`src/rtl/out_argmax.sv`:
```
// Streaming argmax over NUM_CLASSES serial scores; reports the winning class index and value.
// Define ARGMAX_SIGNED_EN to compare scores as two's-complement instead of unsigned.
module out_argmax #(
  parameter int WIDTH       = 8,
  parameter int NUM_CLASSES = 10,
  parameter int IDX_W       = 4
) (
  input  logic             CLKEXT,
  input  logic             CLR_ARGMAX,
  input  logic             START,
  input  logic [WIDTH-1:0] DATA_IN,
  input  logic             VALID_IN,
  output logic [IDX_W-1:0] CLASS_OUT,
  output logic [WIDTH-1:0] MAX_OUT,
  output logic             DONE,
  output logic             BUSY,
  output logic             ERR_OVR
);

  typedef enum logic [1:0] {
    S_IDLE,
    S_COLLECT,
    S_RESULT
  } state_t;

  localparam logic [IDX_W-1:0] LAST = IDX_W'(NUM_CLASSES - 1);

  state_t           r_state;
  state_t           w_state_nxt;
  logic [IDX_W-1:0] r_cnt;
  logic [IDX_W-1:0] r_class;
  logic [WIDTH-1:0] r_max;
  logic             r_done;
  logic             r_busy;
  logic             r_err;
  logic             w_gt;

  always_comb begin
`ifdef ARGMAX_SIGNED_EN
    w_gt = $signed(DATA_IN) > $signed(r_max);
`else
    w_gt = DATA_IN > r_max;
`endif
  end

  always_comb begin
    w_state_nxt = r_state;
    if (START) begin
      w_state_nxt = S_COLLECT;
    end else begin
      case (r_state)
        S_IDLE:    w_state_nxt = S_IDLE;
        S_COLLECT: if (VALID_IN && (r_cnt == LAST)) w_state_nxt = S_RESULT;
        S_RESULT:  w_state_nxt = S_IDLE;
        default:   w_state_nxt = S_IDLE;
      endcase
    end
  end

  // BUSY/DONE are registered from the next state so they align with r_state.
  always_ff @(posedge CLKEXT or posedge CLR_ARGMAX) begin
    if (CLR_ARGMAX) begin
      r_state <= S_IDLE;
      r_cnt   <= '0;
      r_class <= '0;
      r_max   <= '0;
      r_done  <= 1'b0;
      r_busy  <= 1'b0;
      r_err   <= 1'b0;
    end else begin
      r_state <= w_state_nxt;
      r_busy  <= (w_state_nxt == S_COLLECT);
      r_done  <= (w_state_nxt == S_RESULT);
      if (START) begin
        r_cnt <= '0;
        r_err <= 1'b0;
      end else if (VALID_IN) begin
        if (r_state == S_COLLECT) begin
          if ((r_cnt == '0) || w_gt) begin
            r_max   <= DATA_IN;
            r_class <= r_cnt;
          end
          if (r_cnt != LAST) r_cnt <= r_cnt + IDX_W'(1);
        end else begin
          r_err <= 1'b1;
        end
      end
    end
  end

  assign CLASS_OUT = r_class;
  assign MAX_OUT   = r_max;
  assign DONE      = r_done;
  assign BUSY      = r_busy;
  assign ERR_OVR   = r_err;

endmodule

```
`config.mk`:
```
export PLATFORM = sky130hd
export DESIGN_NAME = out_argmax
export DESIGN_NICKNAME = d
export VERILOG_FILES = /design/src/rtl/out_argmax.sv
export SDC_FILE = /design/constraint.sdc
export NUM_CORES = 1
export LEC_CHECK = 0
export ABC_AREA = 1
export BUFFER_PORTS_ARGS = -buffer_cell sky130_fd_sc_hd__buf_2
export CORE_MARGIN = 5
export CORE_UTILIZATION = 54
export DETAILED_ROUTE_END_ITERATION = 8
export PLACE_DENSITY = 0.8
export SLEW_MARGIN = 20
export SYNTH_ARGS = -nofsm -noshare
export SYNTH_HDL_FRONTEND = slang
export SYNTH_SLANG_ARGS = --single-unit
```
`constraint.sdc`:
```
create_clock -name CLKEXT -period 3.9 [get_ports CLKEXT]
set_input_delay 0.39 -clock CLKEXT [delete_from_list [all_inputs] [get_ports CLKEXT]]
set_output_delay 0.39 -clock CLKEXT [all_outputs]
set_load 0.01 [all_outputs]
```
# == Yosys cells after proc, flatten, opt, wreduce, memory -nomap -nowiden ==
# Index checks and enable logic that the tools add are counted.
# op_classes
n_addsub,1
order_cmp,1
n_eq_ne,6
mux,10
bitwise,1
n_reduce_logical,9
# op_table
operator,n
$mux W4,4
$gt A8 B8 Y1,1
$mux W2,3
$reduce_bool A2 Y1,3
$add A4 B1 Y4 const B,1
$eq A2 B1 Y1 const B,2
$eq A4 B4 Y1 const B,1
$logic_not A4 Y1,1
$ne A4 B4 Y1 const B,1
$reduce_and A4 Y1,1
$mux W1,3
$reduce_and A3 Y1,1
$eq A2 B2 Y1 const B,1
$ne A2 B2 Y1 const B,1
$reduce_and A2 Y1,1
$logic_and A1 B1 Y1,1
$logic_or A1 B1 Y1,1
$not A1 Y1,1
# totals
reg_bits,21
inputBits,12
word_cells,35

# == Logic depth before layout (Yosys ltp) ==
# Gate-level depths: netlist of run 1.
# depth
depth_word,6
mapped_depth,15
ltp_nobuf,14

# == Worst setup path before layout of run 1 ==
# Ideal clock, no wire load.
# synth_timing
kind,register to register
from,"register r_max[7], in the netlist MAX_OUT[7]"
to,"register r_class[0], in the netlist CLASS_OUT[0]"
arrival_time_ns,1.412
t_required_ns,3.783
path_slack_ns,2.371
path_stages_with_launch,11
path_buffers,1
cell_sequence,dfrtp_1 -> inv_1 -> ha_1 -> a21o_1 -> nor2_1 -> nand2_1 -> nand2_1 -> nand2_2 -> buf_4 -> nand3_1 -> nand2_1
# synth_between
elab_chain_cells,3
# synth_rtl
element,line,text
start: declaration,32,logic [WIDTH-1:0] r_max;
start signal: assignment,66,r_max <= '0;
start signal: assignment,80,r_max <= DATA_IN;
$gt A8 B8 Y1,42,w_gt = DATA_IN > r_max;
$logic_or A1 B1 Y1,79,if ((r_cnt == '0) || w_gt) begin
$reduce_and A4 Y1 (no line),n/a,
end signal: assignment,81,r_class <= r_cnt;
end: declaration,31,logic [IDX_W-1:0] r_class;
# No other way between the ends.
# A chain may end at the register's enable or synchronous reset.

# == Final worst setup path of run 1 ==
# layout_timing
from,"register r_max[7], in the netlist MAX_OUT[7]"
to,"register r_max[0], in the netlist MAX_OUT[0]"
# layout_between
elab_chain_cells,3
# layout_rtl
element,line
$gt A8 B8 Y1,42
$logic_or A1 B1 Y1,79
$reduce_and A4 Y1 (no line),n/a
# No other way between the ends.

==> reports/metrics.cfg, run 1 <==
[sta]
skew_ns = 0.00798
setup_viol = 0
period_needed_ns = 1.83
rsz0062_at_grt = no
finalHoldViolCount = 0
maxSlewViolCount = 0
tightest_slew_ns = 0.769
post-route-period-util = 0.468
relSlewSlack = 0.487
max_freq_mhz = 548
setup_tns_ns = 0

[pwr]
p_per_area_mw_per_mm2 = 416
power.leakage_nw = 0.750
vdd.ir_drop.worst_mv = 0.277

[synth]
ys_ff_latch = 21
postSynth.asyncResetShare = 1.00
synth_area_mm2 = 0.00116
synth_top_cell_area_share = 0.454
synth_ff_type = dfrtp_1
ys_seq_area_frac = 0.454
synth_edf_count = 0
synth_top_cell_by_area = dfrtp_1
synth_fp_nets = 158
synthTopCellsByArea = dfrtp_1 45%, ha_1 12%, nand2_1 12%, nand3_1 6.0%, inv_1 5.8%
ys_warn_count = 0
synth_cell_types = 23
netlist_instances = 135
avgSynthCellArea_um2 = 8.58

[worst_setup_path]
arrival_ns = 2.04
endpoint_kind = flop
crit_type = flop to flop
worstPathMaxFanout = 13
critPathRequiredTime_ns = 4.11
critPathLaunchType = flop

[place]
portBuffers = 26
hpwl_um = 1790
gp_congestion = 0.795
placed_area_mm2 = 0.00129

[final_layout]
multi_input_area_um2 = 523
ff_latch_area_um2 = 526
fin_nets = 185
insertedDiodeCount = 0
n_fill_cell = 167
syn2layout_area_growth_pct = 13.8
final_area_mm2 = 0.00132
drive_gt1_frac = 0.248

[worst_hold_path]
hold_path.class = input port to async pin

[clock_tree]
cts_sinks = 21
cts-root-buf = clkbuf_4
cts_tree = done
clock_latency_ns = 0.30
cts_setup_buffers = 0
clock_path_buffers = 2
h-tree-depth = 1
path_clk_slew_ns = 0.12
cts_buffers = 3
cts_resized = 0
ctsHoldBuffers = 0

[detailed_routing]
dr_total_vias = 949
drtIter0Drc = 27
wl_per_cell_um = 12.1
via_per_inst = 5.05
drt_pass1_iterations = 4
routed_wirelength_um = 2280
drc_errors = 0
antenna_left = 0

[run]
drv_cap = 0

[die]
rows = 16
initial_core_util = 0.579
die_w_um = 56.3
io_pins = 27
dieArea_mm2 = 0.00317
die_h_um = 56.3
coreArea_mm2 = 0.00200

[global_route]
grt_pass1_wl_um = 4010
first_global_vias = 953
grt_overflow = 0
grt_use_total = 0.160
grt_max_degree = 22
antenna_found_initial = 0

[outcome]
status = finished, final reports clean

-- synthesized netlist by cell type, drive strengths merged (2+ instances only) --
library cell	n
a21oi	4
nor4	2
nand2	38
nor3b	2
dfrtp	21
o21ai	4
nor3	3
nor2	6
inv	21
nand3	16
buf	4
ha	11
-- flip-flops by register name, summed over array words and instances, names as in the netlist --
signal     count
MAX_OUT        8
CLASS_OUT      4
r_cnt          4
r_state        2
BUSY           1
DONE           1
ERR_OVR        1
-- per-stage QoR --
step / total power, mW / setup slack, ns / std cells / hold WS [ns] / utilization
5_1_grt: 0.594 / 1.90 / 188 / 0.284 / 0.659
3_5_place_dp: 0.452 / 1.99 / 184 / 0.456 / 0.645
4_1_cts: 0.554 / 2.07 / 188 / 0.235 / 0.659
2_1_floorplan: 0.395 / 2.37 / 135 / 0.367 / -
3_3_place_gp: 0.441 / 2.07 / 184 / 0.455 / 0.645
6_report: 0.549 / 2.07 / 188 / 0.199 / 0.659
-- where the power goes --
group / switching [mW] / internal, mW / leakage [nW]
sequential: 0.0219 / 0.247 / 0.266
combinational: 0.107 / 0.0692 / 0.466
clock: 0.0654 / 0.0383 / 0.0177
-- routing by layer --
| layer | share of wire | up-vias | global-route usage |
|---|---|---|---|
| met5 | 0 | - | 0 |
| met4 | 0.021 | 0 | 0.0780 |
| met3 | 0.054 | 6 | 0.0298 |
| met2 | 0.49 | 24 | 0.285 |
| met1 | 0.43 | 435 | 0.182 |
| li1 | - | 484 | - |
-- worst max-delay path: stages, from the launching register on --
cell and delay [ns]:
dfrtp_1 0.39, inv_1 0.05, ha_1 0.29, nand2_1 0.09, nor2_2 0.15, nand2_1 0.07, nand2_1 0.05, nand2_1 0.06
nand2_2 0.20, nand2_2 0.21, nand2_1 0.12, nand2_1 0.06
-- worst paths after layout --
| path | slack (ns) | end | cells after the start | from |
|---|---|---|---|---|
| max | 2.07 | MAX_OUT[0] | 11 | MAX_OUT[7] |
| min | 0.20 | MAX_OUT[1] | 2 | CLR_ARGMAX |
| max reg2reg | 2.07 | MAX_OUT[0] | 11 | MAX_OUT[7] |
| min reg2reg | 0.48 | CLASS_OUT[2] | 2 | CLASS_OUT[2] |
| max in group asynchronous | 3.22 | CLASS_OUT[0] | 2 | CLR_ARGMAX |
| min in group CLKEXT | 0.33 | MAX_OUT[7] | 3 | DATA_IN[7] |
-- cells in the final DEF, fill, tap and decap left out --
master / count
a211oi_1: 1
a21o_1: 1
a21oi_1: 4
buf_2: 26
clkbuf_4: 3
clkinv_2: 1
dfrtp_1: 21
ha_1: 11
inv_1: 18
inv_2: 3
nand2_1: 36
nand2_2: 2
nand3_1: 14
nand3_2: 2
nand4_1: 1
nor2_1: 4
nor2_2: 1
nor2_4: 1
nor3_1: 2
nor3_4: 1
nor3b_1: 2
nor4_1: 2
o21ai_0: 4
-- cell families (layout without fill, tap and decap cells) --
| logic type | count (synthesis) | in the layout | synth area share |
|---|---|---|---|
| flip-flops | 21 | 21 | 0.454 |
| AND/OR/NAND/NOR | 68 | 68 | 0.285 |
| buffers and inverters | 25 | 51 | 0.0950 |
| AO/OA/AOI/OAI | 10 | 10 | 0.0475 |
| adder cells (fa/ha/maj) | 11 | 11 | 0.119 |
-- layout make-up --
type	count	area share
repair buffers	26	0.0987
well taps	27	0.0256
flip-flops and latches	21	0.398
multi-input cells	89	0.397
clock inverters	1	0.00380
clock buffers	3	0.0171
inverters	21	0.0598
(Power assumes the default switching activity.)
==> run 2, diff against run 1 <==
--- a/config.mk
+++ b/config.mk
@@ -8,9 +8,9 @@
 export ABC_AREA = 1
 export BUFFER_PORTS_ARGS = -buffer_cell sky130_fd_sc_hd__buf_2
 export CORE_MARGIN = 5
-export CORE_UTILIZATION = 54
+export CORE_UTILIZATION = 52
 export DETAILED_ROUTE_END_ITERATION = 8
-export PLACE_DENSITY = 0.8
+export PLACE_DENSITY = 0.78
 export SLEW_MARGIN = 20
 export SYNTH_ARGS = -nofsm -noshare
 export SYNTH_HDL_FRONTEND = slang
==> constraint.sdc (replaced) <==
create_clock -name CLKEXT -period 1.7 [get_ports CLKEXT]
set_input_delay 0.17 -clock CLKEXT [delete_from_list [all_inputs] [get_ports CLKEXT]]
set_output_delay 0.17 -clock CLKEXT [all_outputs]
set_load 0.01 [all_outputs]
==> reports/metrics.cfg, run 2 (synthesis gave the netlist of run 1 again) <==
[final_layout]
layout_common_cells = 34 x nand2_1, 26 x buf_2, 21 x dfrtp_1, 16 x inv_1, 14 x nand3_1
fin_nets = 192  ; +3.8%
n_fill_cell = 196  ; +17%
layout_commonest_cell = nand2_1
final_core_util = 0.655  ; -0.00362
ff_latch_area_um2 = 526  ; unchanged
multi_input_area_um2 = 567  ; +8.4%
drive_gt1_frac = 0.310  ; +0.0611
insertedDiodeCount = 0  ; unchanged
syn2layout_area_growth_pct = 22.7
largest_reg_flops = 8  ; unchanged

[worst_hold_path]
worstHoldEndpoint = MAX_OUT[1]
hold_depth = 3
hold_path.class = input port to flop
hold_start = DATA_IN[1]

[sta]
skew_ns = 0.00254  ; -0.00544 ns
relSlewSlack = 0.825  ; +0.338
post-route-period-util = 0.926  ; +0.458
maxSlewViolCount = 0  ; unchanged
finalHoldViolCount = 0  ; unchanged
tightest_slew_ns = 0.260  ; -0.509 ns
max_freq_mhz = 635  ; +16%
holdWs_ns = 0.111  ; -0.0877 ns
period_needed_ns = 1.57  ; -0.251 ns
setup_tns_ns = 0  ; unchanged
setup_viol = 0  ; unchanged

[clock_tree]
h-tree-depth = 1  ; unchanged
clock_latency_ns = 0.30  ; about the same
clock_path_buffers = 2  ; unchanged
path_clk_slew_ns = 0.11  ; about the same
cts_buffers = 3  ; unchanged
cts-root-buf = clkbuf_4
cts_sinks = 21  ; unchanged
cts_tree = done

[outcome]
status = finished, final reports clean

[place]
portBuffers = 26  ; unchanged
hpwl_um = 1820  ; +1.5%
gp_congestion = 0.822  ; +3.4%

[worst_setup_path]
endpoint_kind = flop
slowest_delay_ns = 0.38  ; about the same
r2r_start = MAX_OUT[3]
cp_cell_sequence = inv_1 > ha_1 > nand2_1 > inv_2 > nand2_1 > nand2_1 > nand2_1 > nand2_1 > nand2_2 > nand2_4 > buf_6 > nand3_1 > nand2_1
arrival_ns = 1.78  ; -0.26 ns
reg2reg_depth = 13  ; +2
worstReg2RegEnd = MAX_OUT[3]
worstPathMaxFanout = 8  ; -5
critical_path.top_delay_family = simple AND/OR/NAND/NOR gates
critPathLaunchType = flop
crit_buf_inv = 3  ; +2
critPathRequiredTime_ns = 1.91  ; -2.20 ns
slowest_stage = dfrtp_1
crit_type = flop to flop
cpMostUsedCell = nand2_1
r2r_slack_ns = 0.13  ; -1.95 ns

[detailed_routing]
drtIter0Drc = 27  ; unchanged
via_per_inst = 5.11  ; +1.3%
routed_wirelength_um = 2350  ; +3.2%
wl_per_cell_um = 12.0  ; -0.97%
drc_errors = 0  ; unchanged
antenna_left = 0  ; unchanged
drt_pass1_iterations = 4  ; unchanged
dr_total_vias = 1002  ; +5.6%

[die]
die_h_um = 57.2  ; +1.6%
initial_core_util = 0.534  ; -0.0447
rows = 17  ; +1
coreArea_mm2 = 0.00217  ; +8.4%
die_w_um = 57.2  ; +1.6%
dieArea_mm2 = 0.00327  ; +3.1%
io_pins = 27  ; unchanged

[pwr]
power_frac_comb = 0.366  ; +0.045
seq_power_share = 0.456  ; -0.034
totalPowerFinal_mw = 1.35  ; +150%
power.leakage_nw = 0.791  ; +5.4%
p_per_area_mw_per_mm2 = 952  ; +130%
clockPowerShare = 0.177  ; -0.012
switching_share = 0.352  ; -0.00184
internal-power_mw = 0.876  ; +150%
vdd.ir_drop.worst_mv = 0.686  ; +150%
p_switching_mw = 0.477  ; +150%

[global_route]
antenna_found_initial = 0  ; unchanged
grt_max_degree = 22  ; unchanged
first_global_vias = 990  ; +3.9%
grt_overflow = 0  ; unchanged
grt_pass1_wl_um = 4150  ; +3.4%
grt_use_total = 0.157  ; -0.00337

[run]
drv_cap = 0  ; unchanged

-- run 2: cell count changes in the layout (fill, tap and decap cells not counted), moves of 2 or more --
cell / change
buf_4: +5
ha_1: -2
ha_4: +2
inv_1: -2
inv_2: +2
nand2_1: -2
nand2_4: +2
-- run 2: timing repair --
action,4_1_cts,5_1_grt
endpoints found under the hold margin,21,0
endpoints found under the setup margin,0,12
hold buffers,1,0
gates resized for setup,0,10
setup buffers,0,3
-- run 2: metrics by stage --
step,setup slack [ns],instances,instance area (um2)
final,0.125,196,1420
after global placement,0.109,188,1320
after CTS,0.0129,193,1350
after detailed placement,0.0457,188,1320
after global routing,-0.0167,196,1420
after floorplan,0.171,135,1160
-- run 2: worst max-delay path by stage --
| stage | from | end | slack, ns | cells past startpoint |
|---|---|---|---|---|
| 2_1_floorplan | MAX_OUT[7] | CLASS_OUT[0] | 0.17 | 10 |
| 3_3_place_gp | MAX_OUT[5] | MAX_OUT[4] | 0.11 | 11 |
| 3_5_place_dp | MAX_OUT[5] | CLASS_OUT[0] | 0.05 | 11 |
| 4_1_cts | MAX_OUT[5] | CLASS_OUT[0] | 0.01 | 11 |
| 5_1_grt | MAX_OUT[1] | MAX_OUT[1] | -0.02 | 13 |
| 6_report | MAX_OUT[3] | MAX_OUT[3] | 0.13 | 13 |
-- run 2: layer usage --
metal / wire length, um / part of all wire / GRT usage / up-vias
met5: 0 / 0 / 0 / -
li1: - / - / - / 495
met1: 991 / 0.42 / 0.186 / 469
met4: 37 / 0.016 / 0.0596 / 0
met2: 1190 / 0.51 / 0.282 / 33
met3: 136 / 0.058 / 0.0249 / 5
-- run 2: power groups by stage --
stage          combinational [mW]  clock [mW]  sequential [mW]
2_1_floorplan               0.254           0            0.652
3_3_place_gp                0.407           0            0.623
3_5_place_dp                0.421           0            0.628
4_1_cts                     0.424       0.252            0.618
5_1_grt                     0.561       0.272            0.628
6_report                    0.495       0.240            0.618
-- run 2: layout make-up --
type	count	share of cell area
Inverter	21	0.0555
Clock buffer	4	0.0185
Timing Repair Buffer	33	0.133
Sequential cell	21	0.370
Tap cell	28	0.0246
Multi-Input combinational cell	89	0.399
-- run 2: worst register-to-register path, delay by kind of cell (launching register included) --
kind | cells | cell delay (ns)
and+or+nand+nor | 9 | 0.59
DFF | 1 | 0.38
buffers and inverters | 3 | 0.23
adders and majority gates | 1 | 0.29
